$ cat src/rtl/chan_serializer_pkg.sv
// ============================================================================
//  Module      : chan_serializer_pkg
//  Description : Shared constants and FSM encodings for the output-channel
//                router and the channel serializer.
//  Revision    : 1.0 - initial release
// ============================================================================
`default_nettype none

package chan_serializer_pkg;

   // Default bus geometry shared with the output-channel router
   localparam int W_CHAN_DEF = 16;
   localparam int W_SEL_DEF  = 4;
   localparam int N_CHAN_DEF = 8;

   // Serializer FSM encodings
   typedef enum logic [0:0] {
      ST_IDLE = 1'b0,
      ST_SEND = 1'b1
   } ser_state_t;

endpackage : chan_serializer_pkg

`default_nettype wire

$ cat src/rtl/chan_serializer_if.sv
// ============================================================================
//  Module      : chan_serializer_if
//  Description : Sample stream from the serializer to the DAC controller,
//                valid/ready handshake with channel tag.
//  Revision    : 1.0 - initial release
// ============================================================================
`default_nettype none

interface chan_serializer_if
   import chan_serializer_pkg::*;
#(
   parameter int W_CHAN = W_CHAN_DEF,
   parameter int W_SEL  = W_SEL_DEF
) ();

   logic [W_CHAN-1:0] data_out;
   logic [W_SEL-1:0]  chan_out;
   logic              data_valid_out;
   logic              dac_ready_in;

   // Serializer side: offers samples
   modport master (
      output data_out,
      output chan_out,
      output data_valid_out,
      input  dac_ready_in
   );

   // DAC controller side: accepts samples
   modport slave (
      input  data_out,
      input  chan_out,
      input  data_valid_out,
      output dac_ready_in
   );

endinterface : chan_serializer_if

`default_nettype wire

$ cat src/rtl/chan_serializer_rr_arbiter.sv
// ============================================================================
//  Module      : rr_arbiter
//  Description : Combinational rotate-priority encoder. Returns the first
//                requesting index at or after ptr, wrapping N_CHAN-1 -> 0.
//  Revision    : 1.0 - initial release
// ============================================================================
`default_nettype none

module rr_arbiter
   import chan_serializer_pkg::*;
#(
   parameter int N_CHAN = N_CHAN_DEF,
   parameter int W_SEL  = W_SEL_DEF
) (
   input  logic [N_CHAN-1:0] req,
   input  logic [W_SEL-1:0]  ptr,
   output logic [W_SEL-1:0]  gnt_idx,
   output logic              gnt_any
);

   // Scan N_CHAN positions starting at ptr; the first hit wins
   always_comb begin
      int idx;
      gnt_idx = '0;
      gnt_any = 1'b0;
      idx     = 0;
      for (int i = 0; i < N_CHAN; i++) begin
         idx = int'(ptr) + i;
         if (idx >= N_CHAN) begin
            idx = idx - N_CHAN;
         end
         if (!gnt_any && req[idx]) begin
            gnt_any = 1'b1;
            gnt_idx = W_SEL'(idx);
         end
      end
   end

endmodule : rr_arbiter

`default_nettype wire

$ cat src/rtl/chan_serializer.sv
// ============================================================================
//  Module      : chan_serializer
//  Description : Buffers one sample per channel from the packed router bus
//                and streams them, tagged with channel index, to the DAC
//                controller. Round-robin among pending channels; sticky
//                per-channel overrun flags record samples replaced before
//                they could be sent.
//  Revision    : 1.0 - initial release
// ============================================================================
`default_nettype none

module chan_serializer
   import chan_serializer_pkg::*;
#(
   parameter int W_CHAN = W_CHAN_DEF,
   parameter int W_SEL  = W_SEL_DEF,
   parameter int N_CHAN = N_CHAN_DEF
) (
   input  logic                     clk_in,
   input  logic                     rst_in,
   input  logic [W_CHAN*N_CHAN-1:0] data_packed_in,
   input  logic [N_CHAN-1:0]        data_valid_in,
   input  logic [N_CHAN-1:0]        output_active_in,
   input  logic                     overrun_clr_in,
   chan_serializer_if.master        dac,
   output logic [N_CHAN-1:0]        overrun_out
);

   // Per-channel sample slices of the packed bus
   logic [W_CHAN-1:0] sample [N_CHAN];

   // Channel buffers and bookkeeping
   logic [W_CHAN-1:0] hold_q [N_CHAN];
   logic [W_CHAN-1:0] hold_d [N_CHAN];
   logic [N_CHAN-1:0] pending_q, pending_d;
   logic [N_CHAN-1:0] overrun_q, overrun_d;
   logic [W_SEL-1:0]  ptr_q, ptr_d;

   // Output stage
   ser_state_t        state_q, state_d;
   logic [W_CHAN-1:0] data_q, data_d;
   logic [W_SEL-1:0]  chan_q, chan_d;
   logic              valid_q, valid_d;

   // Arbitration
   logic [N_CHAN-1:0] capture;
   logic [N_CHAN-1:0] req;
   logic [N_CHAN-1:0] grant_oh;
   logic [N_CHAN-1:0] lost;
   logic [W_SEL-1:0]  gnt_idx;
   logic              gnt_any;
   logic              grant_fire;
   logic [W_CHAN-1:0] grant_data;

   generate
      for (genvar k = 0; k < N_CHAN; k++) begin : g_slice
         assign sample[k] = data_packed_in[k*W_CHAN +: W_CHAN];
      end
   endgenerate

   assign capture = data_valid_in & output_active_in;
   // A channel being deactivated this cycle must not be granted its stale sample
   assign req     = pending_q & output_active_in;

   rr_arbiter #(
      .N_CHAN (N_CHAN),
      .W_SEL  (W_SEL)
   ) u_arb (
      .req     (req),
      .ptr     (ptr_q),
      .gnt_idx (gnt_idx),
      .gnt_any (gnt_any)
   );

   assign grant_fire = (state_q == ST_IDLE) && gnt_any;

   // Capture, pending and overrun bookkeeping per channel
   always_comb begin
      grant_data = '0;
      grant_oh   = '0;
      lost       = '0;
      pending_d  = pending_q;
      for (int k = 0; k < N_CHAN; k++) begin
         hold_d[k]   = hold_q[k];
         grant_oh[k] = grant_fire && (gnt_idx == W_SEL'(k));
         if (gnt_idx == W_SEL'(k)) begin
            grant_data = hold_q[k];
         end
         // Grant reads the old buffer value, so a same-cycle capture is not a loss
         lost[k] = capture[k] && pending_q[k] && !grant_oh[k];
         if (capture[k]) begin
            hold_d[k] = sample[k];
         end
         if (!output_active_in[k]) begin
            pending_d[k] = 1'b0;
         end else if (capture[k]) begin
            pending_d[k] = 1'b1;
         end else if (grant_oh[k]) begin
            pending_d[k] = 1'b0;
         end
      end
      // A new overrun beats the clear on its own channel
      if (overrun_clr_in) begin
         overrun_d = lost;
      end else begin
         overrun_d = overrun_q | lost;
      end
   end

   // Next-state and output-register logic for the IDLE/SEND handshake FSM
   always_comb begin
      state_d = state_q;
      data_d  = data_q;
      chan_d  = chan_q;
      valid_d = valid_q;
      ptr_d   = ptr_q;
      case (state_q)
         ST_IDLE: begin
            valid_d = 1'b0;
            if (gnt_any) begin
               data_d  = grant_data;
               chan_d  = gnt_idx;
               valid_d = 1'b1;
               state_d = ST_SEND;
            end
         end
         ST_SEND: begin
            if (valid_q && dac.dac_ready_in) begin
               valid_d = 1'b0;
               ptr_d   = (chan_q == W_SEL'(N_CHAN-1)) ? '0 : chan_q + W_SEL'(1);
               state_d = ST_IDLE;
            end
         end
         default: begin
            state_d = ST_IDLE;
            valid_d = 1'b0;
         end
      endcase
   end

   // FSM state register
   always_ff @(posedge clk_in or posedge rst_in) begin
      if (rst_in) begin
         state_q <= ST_IDLE;
      end else begin
         state_q <= state_d;
      end
   end

   // Buffers, flags, pointer and output registers
   always_ff @(posedge clk_in or posedge rst_in) begin
      if (rst_in) begin
         for (int k = 0; k < N_CHAN; k++) begin
            hold_q[k] <= '0;
         end
         pending_q <= '0;
         overrun_q <= '0;
         ptr_q     <= '0;
         data_q    <= '0;
         chan_q    <= '0;
         valid_q   <= 1'b0;
      end else begin
         for (int k = 0; k < N_CHAN; k++) begin
            hold_q[k] <= hold_d[k];
         end
         pending_q <= pending_d;
         overrun_q <= overrun_d;
         ptr_q     <= ptr_d;
         data_q    <= data_d;
         chan_q    <= chan_d;
         valid_q   <= valid_d;
      end
   end

   assign dac.data_out       = data_q;
   assign dac.chan_out       = chan_q;
   assign dac.data_valid_out = valid_q;
   assign overrun_out        = overrun_q;

endmodule : chan_serializer

`default_nettype wire
$ cat src/flat_wrapper.sv
// flat-port wrapper written by rule: the top's interface ports become plain ports
module chan_serializer_flat import chan_serializer_pkg::*;
#(
   parameter int W_CHAN = W_CHAN_DEF,
   parameter int W_SEL  = W_SEL_DEF,
   parameter int N_CHAN = N_CHAN_DEF
)
  (clk_in, rst_in, data_packed_in, data_valid_in, output_active_in, overrun_clr_in, overrun_out, dac_data_out, dac_chan_out, dac_data_valid_out, dac_dac_ready_in);
  chan_serializer_if #(.W_CHAN(W_CHAN), .W_SEL(W_SEL)) dac_i ();
  input  logic clk_in;
  input  logic rst_in;
  input  logic [W_CHAN*N_CHAN-1:0] data_packed_in;
  input  logic [N_CHAN-1:0] data_valid_in;
  input  logic [N_CHAN-1:0] output_active_in;
  input  logic overrun_clr_in;
  output logic [N_CHAN-1:0] overrun_out;
  output wire logic [$bits(dac_i.data_out)-1:0] dac_data_out;
  output wire logic [$bits(dac_i.chan_out)-1:0] dac_chan_out;
  output wire logic [$bits(dac_i.data_valid_out)-1:0] dac_data_valid_out;
  input wire logic [$bits(dac_i.dac_ready_in)-1:0] dac_dac_ready_in;
  assign dac_data_out = dac_i.data_out;
  assign dac_chan_out = dac_i.chan_out;
  assign dac_data_valid_out = dac_i.data_valid_out;
  assign dac_i.dac_ready_in = dac_dac_ready_in;
  chan_serializer #(.W_CHAN(W_CHAN), .W_SEL(W_SEL), .N_CHAN(N_CHAN)) u_core (.clk_in(clk_in), .rst_in(rst_in), .data_packed_in(data_packed_in), .data_valid_in(data_valid_in), .output_active_in(output_active_in), .overrun_clr_in(overrun_clr_in), .dac(dac_i), .overrun_out(overrun_out));
endmodule
$ cat config.mk
export PLATFORM = sky130hd
export DESIGN_NAME = chan_serializer_flat
export DESIGN_NICKNAME = d
export VERILOG_FILES = /design/src/rtl/chan_serializer_pkg.sv /design/src/rtl/chan_serializer_if.sv /design/src/rtl/chan_serializer_rr_arbiter.sv /design/src/rtl/chan_serializer.sv /design/src/flat_wrapper.sv
export SDC_FILE = /design/constraint.sdc
export NUM_CORES = 1
export LEC_CHECK = 0
export ABC_AREA = 1
export BUFFER_PORTS_ARGS = -buffer_cell sky130_fd_sc_hd__buf_2
export CORE_ASPECT_RATIO = 0.9
export CORE_MARGIN = 2
export CORE_UTILIZATION = 49
export DETAILED_ROUTE_END_ITERATION = 16
export GPL_TIMING_DRIVEN = 0
export PLACE_DENSITY = 0.7
export SYNTH_ARGS = -nofsm -noshare
export SYNTH_HDL_FRONTEND = slang
export SYNTH_SLANG_ARGS = --single-unit
$ cat constraint.sdc
create_clock -name clk_in -period 9.7 [get_ports clk_in]
set_input_delay 1.94 -clock clk_in [delete_from_list [all_inputs] [get_ports clk_in]]
set_output_delay 1.94 -clock clk_in [all_outputs]
set_load 0.02 [all_outputs]
[After elaboration in Yosys (flattened, before gate mapping)]
Index checks and enable logic that the tools add are counted.
Storage, ports and cells
  flip-flop bits (word level): 170
  bits of input ports: 148
  word-level logic and storage cells: 213
  output and inout bits: 29
Operators by class
  add/sub/neg operators: 16
  bitwise logic cells: 4
  order comparisons: 16
  reduce and logical (&&, ||, !) cells: 51
  multiplexer cells: 87
  equal/unequal tests: 17
Operators with widths (number)
  32-bit by 5-bit less-than comparator with 1-bit output, second input constant: 8
  32-bit 2-to-1 mux: 8
  16-bit 2-to-1 mux: 8
  1-bit 2-to-1 mux: 51
  5-bit by 4-bit subtractor with 6-bit output, second input constant: 7
  4-bit 2-to-1 mux: 9
  5-bit by 4-bit greater-or-equal comparator with 1-bit output, second input constant: 7
  1-bit logical AND: 33
  1-bit binary-select mux with 3-bit select: 8
  3-bit by 1-bit inequality test with 1-bit output, second input constant: 8
  4-bit by 3-bit adder with 5-bit output, second input constant: 4
  4-bit by 3-bit equality test with 1-bit output, second input constant: 5
  8-bit AND: 2
  1-bit zero test: 15
  4-bit by 2-bit adder with 5-bit output, second input constant: 2
  4-bit by 2-bit equality test with 1-bit output, second input constant: 2
  8-bit 2-to-1 mux: 1
  8-bit bitwise OR: 1
  4-bit by 1-bit adder with 5-bit output, second input constant: 1
  4-bit by 4-bit subtractor with 5-bit output, second input constant: 1
  4-bit by 1-bit adder with 4-bit output, second input constant: 1
  4-bit by 1-bit equality test with 1-bit output, second input constant: 1
  4-bit greater-or-equal comparator, second input constant: 1
  4-bit zero test: 1
  4 further kinds: 6

[Longest topological paths before layout]
Gate-level depths: netlist (run 1).
  depth after elaboration: 36
  depth in mapped cells: 26
  depth with buffers taken out: 23

[Hierarchy]
Synthesis (run 1) repeated with hierarchy kept, for this count alone.
Unflattened totals
  cells, all modules: 1106
  area total of the unflattened synthesis: 8773.4 um^2
Modules (own cells, without submodules)
  chan_serializer: sequential area each 4254.1 um^2, times used 1, cells each 912, area an instance 7722.4 um^2
  rr_arbiter: sequential area each 0.0 um^2, times used 1, cells each 194, area an instance 1051.0 um^2

[Worst setup path before layout (run 1)]
Ideal clock, no wire load.
  path type: input-to-reg
  start point: input output_active_in[1]
  end point: register u_core.overrun_q[3] (netlist: u_core.overrun_out[3])
  path buffers: 2
  slack: 5.790 ns
  arrival: 3.788 ns
  stages on the path: 18
  setup time: 0.122 ns
  data required time: 9.578 ns
  cell sequence: nand3_1 -> nand3_1 -> nand3_1 -> nand2_2 -> nor2_2 -> nand4_2 -> nor2_4 -> nand3_2 -> clkinv_1 -> nand2_1 -> nand2_2 -> buf_6 -> nand2_4 -> nor3_4 -> buf_6 -> nand2_1 -> nand3_1 -> o21ai_1
Between the ends
  word-level cells in the longest chain between the ends: 32
  elaborated cells on any way between the ends: 62
  classes of those cells: eq/ne (1); mux (41); bitwise (2); reduce/logical (18)
Ends and longest elaborated chain
  start: declaration: RTL line flat_wrapper.sv:14  | input logic [N_CHAN-1:0] output_active_in;
  8-bit AND (*): RTL line chan_serializer.sv:63  | assign req = pending_q & output_active_in;
  1-bit binary-select mux with 3-bit select: RTL line chan_serializer_rr_arbiter.sv:32  | if (!gnt_any && req[idx]) begin
  1-bit 2-to-1 mux (implied by the code) (2 in series): RTL line chan_serializer_rr_arbiter.sv:32
  1-bit 2-to-1 mux: RTL line chan_serializer_rr_arbiter.sv:32
  1-bit zero test: RTL line chan_serializer_rr_arbiter.sv:32
  1-bit logical AND: RTL line chan_serializer_rr_arbiter.sv:32
  1-bit 2-to-1 mux: RTL line chan_serializer_rr_arbiter.sv:32
  1-bit zero test: RTL line chan_serializer_rr_arbiter.sv:32
  [... 16 more ...]
  4-bit 2-to-1 mux / 1-bit 2-to-1 mux (equally long branches): RTL line chan_serializer_rr_arbiter.sv:32
  4-bit by 2-bit equality test with 1-bit output / 1-bit logical AND (equally long branches): RTL line chan_serializer.sv:85, chan_serializer.sv:75
  1-bit logical AND (*): RTL line chan_serializer.sv:85  | grant_oh[k] = grant_fire && (gnt_idx == W_SEL'(k));
  1-bit zero test (*): RTL line chan_serializer.sv:90  | lost[k] = capture[k] && pending_q[k] && !grant_oh[k];
  1-bit logical AND (*): RTL line chan_serializer.sv:90
  8-bit bitwise OR: RTL line chan_serializer.sv:106  | overrun_d = overrun_q | lost;
  8-bit 2-to-1 mux (*): RTL line chan_serializer.sv:103  | if (overrun_clr_in) begin
  via u_core.overrun_d[3]: RTL line chan_serializer.sv:36  | logic [N_CHAN-1:0] overrun_q, overrun_d;
  end signal: assignment: RTL line chan_serializer.sv:167  | overrun_q <= overrun_d;
  end: declaration: RTL line chan_serializer.sv:36
Mark *: on every way through the listed nets, which the timed path passes. The rest lies on a longest branch. The select of a mux whose other input is x is not followed.
A chain may end at the register's enable or synchronous reset.

[Worst setup path in the final report (run 1)]
  start point: input output_active_in[4]
  end point: register u_core.data_q[7] (netlist: u_core.dac.data_out[7])
Between the ends
  word-level cells in the longest chain between the ends: 35
  elaborated cells on any way between the ends: 72
  classes of those cells: eq/ne (7); mux (48); bitwise (1); reduce/logical (16)
Ends and longest elaborated chain
  8-bit AND (*): RTL line chan_serializer.sv:63
  1-bit binary-select mux with 3-bit select: RTL line chan_serializer_rr_arbiter.sv:32
  1-bit 2-to-1 mux (implied by the code) (2 in series): RTL line chan_serializer_rr_arbiter.sv:32
  1-bit 2-to-1 mux: RTL line chan_serializer_rr_arbiter.sv:32
  1-bit zero test: RTL line chan_serializer_rr_arbiter.sv:32
  1-bit logical AND: RTL line chan_serializer_rr_arbiter.sv:32
  1-bit 2-to-1 mux: RTL line chan_serializer_rr_arbiter.sv:32
  1-bit zero test: RTL line chan_serializer_rr_arbiter.sv:32
  [... 11 more ...]
  1-bit zero test: RTL line chan_serializer_rr_arbiter.sv:32
  1-bit logical AND: RTL line chan_serializer_rr_arbiter.sv:32
  1-bit 2-to-1 mux: RTL line chan_serializer_rr_arbiter.sv:32
  1-bit zero test: RTL line chan_serializer_rr_arbiter.sv:32
  1-bit logical AND: RTL line chan_serializer_rr_arbiter.sv:32
  4-bit 2-to-1 mux: RTL line chan_serializer_rr_arbiter.sv:32
  4-bit zero test: RTL line chan_serializer.sv:86  | if (gnt_idx == W_SEL'(k)) begin
  16-bit 2-to-1 mux (8 in series): RTL line chan_serializer.sv:86
  end signal: assignment: RTL line chan_serializer.sv:169  | data_q <= data_d;
  end: declaration: RTL line chan_serializer.sv:41  | logic [W_CHAN-1:0] data_q, data_d;
Mark *: on every way between the ends. The rest lies on a longest branch, timed or not. The select of a mux whose other input is x is not followed.

==> results.sh, run 1 <==
export IMPL_drive_gt1_frac=0.1912
export IMPL_min_delay_start="u_core.hold_q[50]"
export IMPL_hp_class="reg -> reg"
export IMPL_core_mm2=0.01773
export IMPL_synth_cell_types=34
export IMPL_yosysTopAreaCell="dfrtp_1"
export IMPL_r2r_cells=21
export IMPL_tightestPinTransition_ns=0.5453
export IMPL_drt_iter0_drc=739
export IMPL_critPathMaxStageDelay_ns=0.33
export IMPL_core_rowCount=46
export IMPL_timing_fmax_ghz=0.2239
export IMPL_startpoint_type="primary input"
export IMPL_cts_sinks=170
export IMPL_clockPowerShare=0.174
export IMPL_finalSetupViolations=0
export IMPL_syn_nets=1357
export IMPL_rsz0062_at_grt="no"
export IMPL_rr_endpoint="u_core.dac.data_out[7]"
export IMPL_post_route_period_util=0.4605
export IMPL_final_cell_mix="nand2_1 (490), buf_2 (184), dfrtp_1 (170), inv_1 (115), nand3_1 (85)"
export IMPL_fin_hold_ws_ns=0.4824
export IMPL_cp_max_fo=10
export IMPL_layout_commonest_cell="nand2_1"
export IMPL_grt_total_usage=0.2752
export IMPL_crit_required_ns=10.01
export IMPL_ys_ff_latch=170
export IMPL_ctsRootBufferMaster="clkbuf_16"
export IMPL_r2r_start="u_core.ptr_q[1]"
export IMPL_clock_latency_ns=0.43
export IMPL_ant_nets=0
export IMPL_area_delta_synth_final_pct=20.80
export IMPL_layout_min_cycle_time_ns=4.467
export IMPL_finalHoldViolCount=0
export IMPL_p_seq_frac=0.216
export IMPL_numCtsBuffers=17
export IMPL_async_flop_share=1.000
export IMPL_port_buffers=176
export IMPL_avgSynthCellArea_um2=7.461
export IMPL_setup_tns_ns=0
export IMPL_route_detailed_drc=0
export IMPL_ys_warn_count=0
export IMPL_status="completed"
export IMPL_die_width_um=146.4
export IMPL_slew_headroom=0.6365
export IMPL_ioPinCount=177
export IMPL_synth_edf_count=0
export IMPL_antenna_found_initial=0
export IMPL_pwr_share_comb=0.610
export IMPL_peakVddDrop_mv=0.1995
export IMPL_p_leak_nw=5.844
export IMPL_path_clk_slew_ns=0.07
export IMPL_cts_max_path_buffers=2
export IMPL_drv_cap=0
export IMPL_finalPower_mw=4.241
export IMPL_wirelength_um=25940
export IMPL_stdcell_count=1648
export IMPL_h_tree_depth=4
export IMPL_grt_pass1_wl_um=41550
export IMPL_cts_setup_buffers=0
export IMPL_cp_cell_sequence="buf_2 -> nand3_1 -> nand2_1 -> nand2_1 -> nand2_1 -> o21ai_2 -> inv_1 -> nor2_2 -> nand4_1 -> nand2_1 -> nand2_1 -> nand2_1 -> nand2_2 -> nor2_1 -> buf_4 -> nand2_4 -> inv_2 -> buf_4 -> a21oi_1 -> nand2_1 -> nand2_1"
export IMPL_holdBufCountCts=0
export IMPL_slowest_stage="nor2_1"
export IMPL_cts_tree="built"
export IMPL_worstSetupPathType="in -> reg"
export IMPL_grt_pass1_vias=7889
export IMPL_synth_cells=1198
export IMPL_dieArea_mm2=0.01934
export IMPL_switching_share=0.5262
export IMPL_synth_area_leaders="dfrtp_1 (48%), nand2_1 (21%), inv_1 (4.9%)"
export IMPL_dp_cells=1615
export IMPL_crit_path_frequent_cell="nand2_1"
export IMPL_finClkSkew_ns=0.008848
export IMPL_r2r_setup_slack_ns=5.35
export IMPL_grt_max_degree=97
export IMPL_synth_top_area_frac=0.4759
export IMPL_p_per_area_mw_per_mm2=392.7
export IMPL_die_height_um=132.1
export IMPL_min_path_cells=2
export IMPL_wl_per_cell_um=15.74
export IMPL_drv_slew=0
export IMPL_intPower_mw=2.009
export IMPL_grt_overflow=0
export IMPL_end_kind="register"
export IMPL_vias=8509
export IMPL_start_util=0.5042
export IMPL_gp_congestion=0.9052
export IMPL_dp_hpwl_um=19510
export IMPL_fin_nets=1553
export IMPL_placed_area_mm2=0.01015
export IMPL_first_pass_iters=5
export IMPL_power_switching_mw=2.231
export IMPL_critPathArrivalTime_ns=4.78
export IMPL_ys_seq_area_frac=0.4759
export IMPL_syn_cell_area_mm2=0.008939
export IMPL_synth_ff_type="dfrtp_1"
export IMPL_via_per_inst=5.163
export IMPL_fin_area_mm2=0.01080
export IMPL_min_to="u_core.hold_q[50]"
export IMPL_cts_resized=0
## power by group through the flow
| stage | registers, mW | clock network [mW] | logic, mW |
|---|---|---|---|
| global placement | 0.924 | 0 | 2.50 |
| CTS | 0.913 | 0.744 | 2.54 |
| detailed placement | 0.925 | 0 | 2.52 |
| global route | 0.929 | 0.770 | 2.84 |
| finish | 0.915 | 0.740 | 2.59 |
| floorplan | 0.951 | 0 | 1.71 |
## worst max-delay path by stage
stage,from,to,slack [ns]
after CTS,output_active_in[4],u_core.dac.data_out[0],5.33
after global routing,output_active_in[5],u_core.dac.data_out[7],5.00
after detailed placement,output_active_in[4],u_core.dac.data_out[0],4.90
after floorplan,rst_in,u_core.dac.chan_out[0],3.16
after global placement,rst_in,u_core.hold_q[9],1.25
final,output_active_in[4],u_core.dac.data_out[7],5.23
## per-stage QoR
step | setup slack, ns | util
2_1_floorplan | 3.157 | -
3_3_place_gp | 1.246 | 0.5709
3_5_place_dp | 4.895 | 0.5728
4_1_cts | 5.327 | 0.6090
5_1_grt | 5.001 | 0.6090
6_report | 5.233 | 0.6091
## final cells by class
| cell class | instances | area [um^2] |
|---|---|---|
| Sequential cell | 170 | 4254 |
| Multi-Input combinational cell | 853 | 3950 |
| Clock inverter | 14 | 201.4 |
| Antenna cell | 1 | 2.502 |
| Buffer | 48 | 257.7 |
| Timing Repair Buffer | 177 | 908.4 |
| Fill cell | 1688 | 6929 |
| Tap cell | 240 | 300.3 |
| Inverter | 127 | 484.2 |
| Clock buffer | 18 | 439.2 |
## Yosys cell counts, types with 7 or more instances
cell / count
nand3_1: 85
buf_2: 8
a21oi_1: 22
nor3_1: 18
nand4_1: 57
nand2_1: 490
nand2_2: 8
clkinv_1: 7
nor2_1: 38
ha_1: 11
o21ai_0: 80
inv_1: 116
clkbuf_1: 24
nand3_2: 13
dfrtp_1: 170
## critical path, delay by kind of cell
family / cells / cell delay [ns]
AND/OR/NAND/NOR: 14 / 1.59
buffers and inverters: 5 / 0.88
AO/OA/AOI/OAI: 2 / 0.33
## cells by family after synthesis
family / synth area share
DFF: 0.4759
AOI/OAI and AO/OA: 0.06369
buffers and inverters: 0.08217
adders and majority gates: 0.01540
and+or+nand+nor: 0.3541
xor gates and xnor gates: 0.008679
## flip-flops by register name, summed over array words and instances (netlist names)
name	cells
u_core.state_q	1
u_core.dac.data_valid_out	1
u_core.dac.chan_out	4
u_core.overrun_out	8
u_core.dac.data_out	16
u_core.pending_q	8
u_core.hold_q	128
u_core.ptr_q	4
## per-layer routing
layer	part of all wire	vias up	track usage
li1	-	4228	-
met1	0.48	3915	0.4151
met2	0.43	315	0.4091
met3	0.068	51	0.03772
met4	0.030	0	0.09493
met5	0	-	0
Power figures use the tool's default switching activity.
==> run 2, diff against run 1 <==
--- a/config.mk
+++ b/config.mk
@@ -12,7 +12,7 @@
 export CORE_UTILIZATION = 49
 export DETAILED_ROUTE_END_ITERATION = 16
 export GPL_TIMING_DRIVEN = 0
-export PLACE_DENSITY = 0.7
+export PLACE_DENSITY = 0.73
 export SYNTH_ARGS = -nofsm -noshare
 export SYNTH_HDL_FRONTEND = slang
 export SYNTH_SLANG_ARGS = --single-unit
==> constraint.sdc (replaced) <==
create_clock -name clk_in -period 3.9 [get_ports clk_in]
set_input_delay 0.78 -clock clk_in [delete_from_list [all_inputs] [get_ports clk_in]]
set_output_delay 0.78 -clock clk_in [all_outputs]
set_load 0.02 [all_outputs]
==> run 2 against run 1 <==
  * Clock power rose by 140%
  * Clock skew barely moved
  * Global-route usage rose by 0.059 points
  * First-iteration DRC count rose by 13%
==> results.sh, run 2 (synthesized netlist as in run 1, its figures left out) <==
export IMPL_ant_nets=0
export IMPL_wirelength_um=26160
export IMPL_post_route_period_util=0.9560
export IMPL_fin_hold_ws_ns=0.4358
export IMPL_end_kind="register"
export IMPL_critPathArrivalTime_ns=4.11
export IMPL_finClkSkew_ns=0.008869
export IMPL_fillers=1687
export IMPL_peakVddDrop_mv=0.5959
export IMPL_layout_min_cycle_time_ns=3.728
export IMPL_use_met3=0.04740
export IMPL_r2r_setup_slack_ns=0.17
export IMPL_die_width_um=146.4
export IMPL_route_detailed_drc=0
export IMPL_rr_endpoint="u_core.dac.data_out[7]"
export IMPL_dieArea_mm2=0.01934
export IMPL_drv_cap=0
export IMPL_gp_congestion=0.9103
export IMPL_hp_class="in -> async"
export IMPL_clock_latency_ns=0.43
export IMPL_antennaDiodeCount=0
export IMPL_cp_max_fo=10
export IMPL_cts_max_path_buffers=2
export IMPL_first_pass_iters=5
export IMPL_core_mm2=0.01773
export IMPL_worstSetupPathType="reg -> reg"
export IMPL_ctsRootBufferMaster="clkbuf_16"
export IMPL_port_buffers=176
export IMPL_slew_headroom=0.5622
export IMPL_die_height_um=132.1
export IMPL_antenna_found_initial=0
export IMPL_r2r_start="u_core.ptr_q[0]"
export IMPL_p_leak_nw=5.865
export IMPL_fin_util=0.6136
export IMPL_core_rowCount=46
export IMPL_tightestPinTransition_ns=0.6553
export IMPL_path_clk_slew_ns=0.07
export IMPL_drv_slew=0
export IMPL_final_cell_mix="nand2_1 (490), buf_2 (183), dfrtp_1 (169), inv_1 (113), nand3_1 (85)"
export IMPL_largest_reg_flops=128
export IMPL_crit_required_ns=4.28
export IMPL_grt_overflow=0
export IMPL_start_util=0.5042
export IMPL_fin_nets=1557
export IMPL_drt_iter0_drc=838
export IMPL_regMostFlops="u_core.hold_q"
export IMPL_grt_pass1_vias=8112
export IMPL_met2_usage=0.4214
export IMPL_finalSetupViolations=0
export IMPL_finalHoldViolCount=0
export IMPL_drive_gt1_frac=0.1991
export IMPL_grt_max_degree=42
export IMPL_timing_fmax_ghz=0.2682
export IMPL_via_per_inst=5.191
export IMPL_ioPinCount=177
export IMPL_numCtsBuffers=17
export IMPL_p_per_area_mw_per_mm2=978.3
export IMPL_area_delta_synth_final_pct=21.70
export IMPL_grt_pass1_wl_um=41950
export IMPL_layout_commonest_cell="nand2_1"
export IMPL_startpoint_type="register"
export IMPL_h_tree_depth=4
export IMPL_dp_hpwl_um=19900
export IMPL_vias=8571
export IMPL_use_met1=0.4012
export IMPL_cts_tree="built"
export IMPL_grt_busiest_layer="met2"
export IMPL_cts_sinks=170
export IMPL_wl_per_cell_um=15.85
export IMPL_status="completed"
export IMPL_grt_total_usage=0.2758
export IMPL_r2r_cells=21
run 2: cell types whose count changed in the layout (fill, tap and decap cells not counted), moves of 2 or more:
cell,change
inv_6,+2
inv_8,-4
buf_12,+4
clkinvlp_4,+2
clkinv_2,+3
clkbuf_2,+2
nor2_4,+3
inv_1,-2
inv_4,+2
clkbuf_1,-2
nor2_2,-2
run 2: layout make-up:
type / count / area [um^2] / share of cell area
clock buffers: 17 / 425.4 / 0.03911
well taps: 240 / 300.3 / 0.02761
inverters: 127 / 489.2 / 0.04497
flip-flops and latches: 170 / 4255 / 0.3912
plain buffers: 48 / 262.8 / 0.02415
clock inverters: 15 / 183.9 / 0.01691
repair buffers: 181 / 968.4 / 0.08903
multi-input cells: 853 / 3993 / 0.3670
run 2: power breakdown:
group | total, mW | switching [mW] | internal (mW)
clock | 1.78 | 0.763 | 1.02
sequential | 2.28 | 0.206 | 2.08
combinational | 6.58 | 4.62 | 1.96
total | 10.6 | 5.58 | 5.06
run 2: worst max-delay path: stages (launching register included):
cell	delay [ns]
dfrtp_2	0.49
inv_2	0.15
buf_6	0.19
ha_4	0.26
inv_4	0.12
nand3_1	0.16
nand3_1	0.15
nand2_1	0.10
nand3_1	0.10
nand2_1	0.05
nor2_1	0.09
nand3_1	0.08
nor2_1	0.20
nand3_2	0.29
nor2_4	0.30
and2_1	0.17
buf_4	0.15
buf_4	0.19
nand2_1	0.06
nand4_1	0.16
nand2_1	0.12
nand2_1	0.07
run 2: worst max-delay path by stage:
stage | startpoint | end | slack (ns) | cells past startpoint
6_report | u_core.ptr_q[0] | u_core.dac.data_out[7] | 0.17 | 21
5_1_grt | u_core.ptr_q[0] | u_core.dac.data_out[8] | -0.004 | 23
4_1_cts | u_core.ptr_q[0] | u_core.dac.data_out[14] | 0.02 | 22
3_5_place_dp | u_core.ptr_q[1] | u_core.dac.data_out[10] | -0.37 | 17
3_3_place_gp | u_core.ptr_q[1] | u_core.dac.data_out[13] | -0.30 | 17
2_1_floorplan | u_core.ptr_q[1] | u_core.overrun_out[3] | 0.77 | 20
run 2: metrics by stage:
step	area, um^2	setup slack, ns	power (mW)	TNS [ns]	cells
after floorplan	8942	0.7725	6.615	0	1198
after global placement	10120	-0.3036	8.400	-17.54	1614
after detailed placement	10200	-0.3709	8.500	-5.867	1618
after CTS	10830	0.01753	10.35	0	1650
after global routing	10880	-0.003748	11.34	-0.003748	1651
final	10880	0.1717	10.64	0	1651
run 2: what timing repair did:
item,CTS,global route
hold buffers,0,0
gates resized for setup,5,14
cloned,0,0
pin swaps,0,2
setup buffers,0,1
endpoints found under the setup margin,30,32
run 2: routing by layer:
metal | wire, um | part of all wire
met1 | 11970 | 0.46
met2 | 11770 | 0.45
met3 | 1737 | 0.066
met4 | 677 | 0.026
met5 | 0 | 0
==> run 3, diff against run 2 <==
--- a/config.mk
+++ b/config.mk
@@ -10,6 +10,7 @@
 export CORE_ASPECT_RATIO = 0.9
 export CORE_MARGIN = 2
 export CORE_UTILIZATION = 49
+export CTS_BUF_LIST = sky130_fd_sc_hd__clkbuf_2
 export DETAILED_ROUTE_END_ITERATION = 16
 export GPL_TIMING_DRIVEN = 0
 export PLACE_DENSITY = 0.73
==> run 3 against run 2 <==
  * Clock-buffer cell count unchanged
  * Core utilization fell by 1.8 points
  * Final area fell by 3.0%
  * Clock power down 40%
  * Sequential share of layout area increased by 1.2 points
  * Sequential cell count did not move
  * Non-clock buffer count is 2 higher
  * Critical path type unchanged
==> results.sh, run 3 (synthesized netlist as in run 1, its figures left out) <==
export IMPL_grt_total_usage=0.2739
export IMPL_worstSetupPathType="reg -> reg"
export IMPL_use_met1=0.4057
export IMPL_wl_per_cell_um=15.73
export IMPL_start_util=0.5042
export IMPL_dieArea_mm2=0.01934
export IMPL_hp_class="in -> async"
export IMPL_fin_nets=1559
export IMPL_ctsRootBufferMaster="clkbuf_2"
export IMPL_cts_max_path_buffers=2
export IMPL_antenna_found_initial=1
export IMPL_fin_ws_ns=0.1990
export IMPL_grt_pass1_vias=8021
export IMPL_layout_commonest_cell="nand2_1"
export IMPL_die_width_um=146.4
export IMPL_ant_nets=0
export IMPL_r2r_setup_slack_ns=0.20
export IMPL_core_mm2=0.01773
export IMPL_crit_required_ns=4.58
export IMPL_numCtsBuffers=17
export IMPL_peakVddDrop_mv=0.4975
export IMPL_post_route_period_util=0.9490
export IMPL_first_pass_iters=7
export IMPL_critPathMaxStageDelay_ns=0.53
export IMPL_dp_hpwl_um=19900
export IMPL_largest_reg_flops=128
export IMPL_grt_max_degree=42
export IMPL_finClkSkew_ns=0.04838
export IMPL_r2r_cells=22
export IMPL_fillers=1759
export IMPL_drt_iter0_drc=750
export IMPL_p_leak_nw=5.727
export IMPL_drv_slew=0
export IMPL_ioPinCount=177
export IMPL_gp_congestion=0.9103
export IMPL_crit_start="u_core.ptr_q[0]"
export IMPL_finalHoldViolCount=0
export IMPL_port_buffers=176
export IMPL_cts_sinks=170
export IMPL_wirelength_um=26030
export IMPL_path_clk_slew_ns=0.26
export IMPL_crit_path_frequent_cell="nand2_1"
export IMPL_regMostFlops="u_core.hold_q"
export IMPL_tightestPinTransition_ns=0.6572
export IMPL_holdBufCountCts=0
export IMPL_r2r_start="u_core.ptr_q[0]"
export IMPL_met2_usage=0.4156
export IMPL_drive_gt1_frac=0.2003
export IMPL_via_per_inst=5.149
export IMPL_rr_endpoint="u_core.dac.data_out[8]"
export IMPL_grt_pass1_wl_um=41680
export IMPL_status="completed"
export IMPL_slowest_stage="dfrtp_2"
export IMPL_grt_busiest_layer="met2"
export IMPL_cp_cell_sequence="inv_2 -> buf_6 -> ha_4 -> inv_4 -> nand3_1 -> nand3_1 -> nand2_1 -> nand3_1 -> nand2_1 -> nor2_1 -> nand3_1 -> nor2_1 -> nand3_2 -> nand2_2 -> inv_1 -> nand2_4 -> buf_6 -> nand2_1 -> inv_1 -> nand4_1 -> nand2_1 -> nand2_1"
export IMPL_cts_tree="built"
export IMPL_finalSetupViolations=0
export IMPL_rsz0062_at_grt="no"
export IMPL_die_height_um=132.1
export IMPL_clock_latency_ns=0.78
export IMPL_h_tree_depth=4
export IMPL_p_per_area_mw_per_mm2=938.7
export IMPL_timing_fmax_ghz=0.2702
export IMPL_core_rowCount=46
export IMPL_use_met3=0.03702
export IMPL_dp_cells=1618
export IMPL_setup_tns_ns=0
export IMPL_drv_cap=0
export IMPL_slew_headroom=0.5609
export IMPL_pre_cts_slack_ns=-0.3709
export IMPL_area_delta_synth_final_pct=18.07
export IMPL_critPathArrivalTime_ns=4.38
export IMPL_endpoint="u_core.dac.data_out[8]"
export IMPL_end_kind="register"
export IMPL_stdcell_count=1655
export IMPL_cp_max_fo=10
export IMPL_startpoint_type="register"
export IMPL_grt_overflow=0
export IMPL_layout_min_cycle_time_ns=3.701
export IMPL_final_cell_mix="nand2_1 (490), buf_2 (182), dfrtp_1 (168), inv_1 (113), nand3_1 (85)"
export IMPL_vias=8522
export IMPL_route_detailed_drc=0
run 3: cell types whose count changed in the layout (fill, tap and decap cells not counted), sizes merged:
cell and delta:
clkinv +1, inv -1, buf +1, clkbuf +1, diode +2
run 3: routing by layer:
layer	up-vias	wire [um]
li1	4222	-
met3	49	1380
met4	0	772
met2	298	11530
met5	-	0
met1	3953	12350
run 3: timing repair:
action | 4_1_cts | 5_1_grt
gates resized for setup | 6 | 11
endpoints found under the setup margin | 31 | 31
hold endpoints to repair | 0 | 0
setup buffers | 0 | 3
run 3: area by class of cell:
class / instances / area, um^2 / area share
Timing Repair Buffer: 183 / 983.4 / 0.09318
Multi-Input combinational cell: 853 / 3988 / 0.3778
Buffer: 48 / 264.0 / 0.02501
Clock buffer: 17 / 85.08 / 0.008062
Sequential cell: 170 / 4257 / 0.4033
Tap cell: 240 / 300.3 / 0.02845
Antenna cell: 2 / 5.005 / 0.0004742
Clock inverter: 15 / 183.9 / 0.01743
Inverter: 127 / 488.0 / 0.04624
run 3: how the worst min path moves through the flow:
| stage | start | cells past startpoint | end | slack [ns] |
|---|---|---|---|---|
| 3_5_place_dp | u_core.hold_q[55] | 2 | u_core.hold_q[55] | 0.47 |
| 5_1_grt | rst_in | 2 | u_core.hold_q[101] | 0.07 |
| 4_1_cts | rst_in | 2 | u_core.hold_q[101] | 0.05 |
| 3_3_place_gp | u_core.hold_q[77] | 2 | u_core.hold_q[77] | 0.46 |
| 6_report | rst_in | 2 | u_core.hold_q[101] | 0.07 |
| 2_1_floorplan | u_core.hold_q[48] | 2 | u_core.hold_q[48] | 0.45 |
run 3: report_power, final:
part / switching (mW) / internal [mW]
combinational: 4.60 / 1.97
sequential: 0.201 / 2.07
clock: 0.687 / 0.371
total: 5.49 / 4.42
run 3: stage by stage:
stage	hold WS (ns)	area [um^2]	util	total power, mW
2_1_floorplan	0.4492	8942	-	6.615
3_3_place_gp	0.4626	10120	0.5711	8.400
3_5_place_dp	0.4657	10200	0.5756	8.500
4_1_cts	0.05465	10490	0.5918	9.599
5_1_grt	0.06905	10550	0.5952	10.58
6_report	0.06824	10550	0.5954	9.907
run 3: worst max-delay path: cells and delay by family, from the launching register on:
| kind | cells | cell delay, ns |
|---|---|---|
| adder cells (fa/ha/maj) | 1 | 0.26 |
| buffers and inverters | 6 | 0.79 |
| AND/OR/NAND/NOR | 15 | 2.02 |
| flip-flops | 1 | 0.53 |
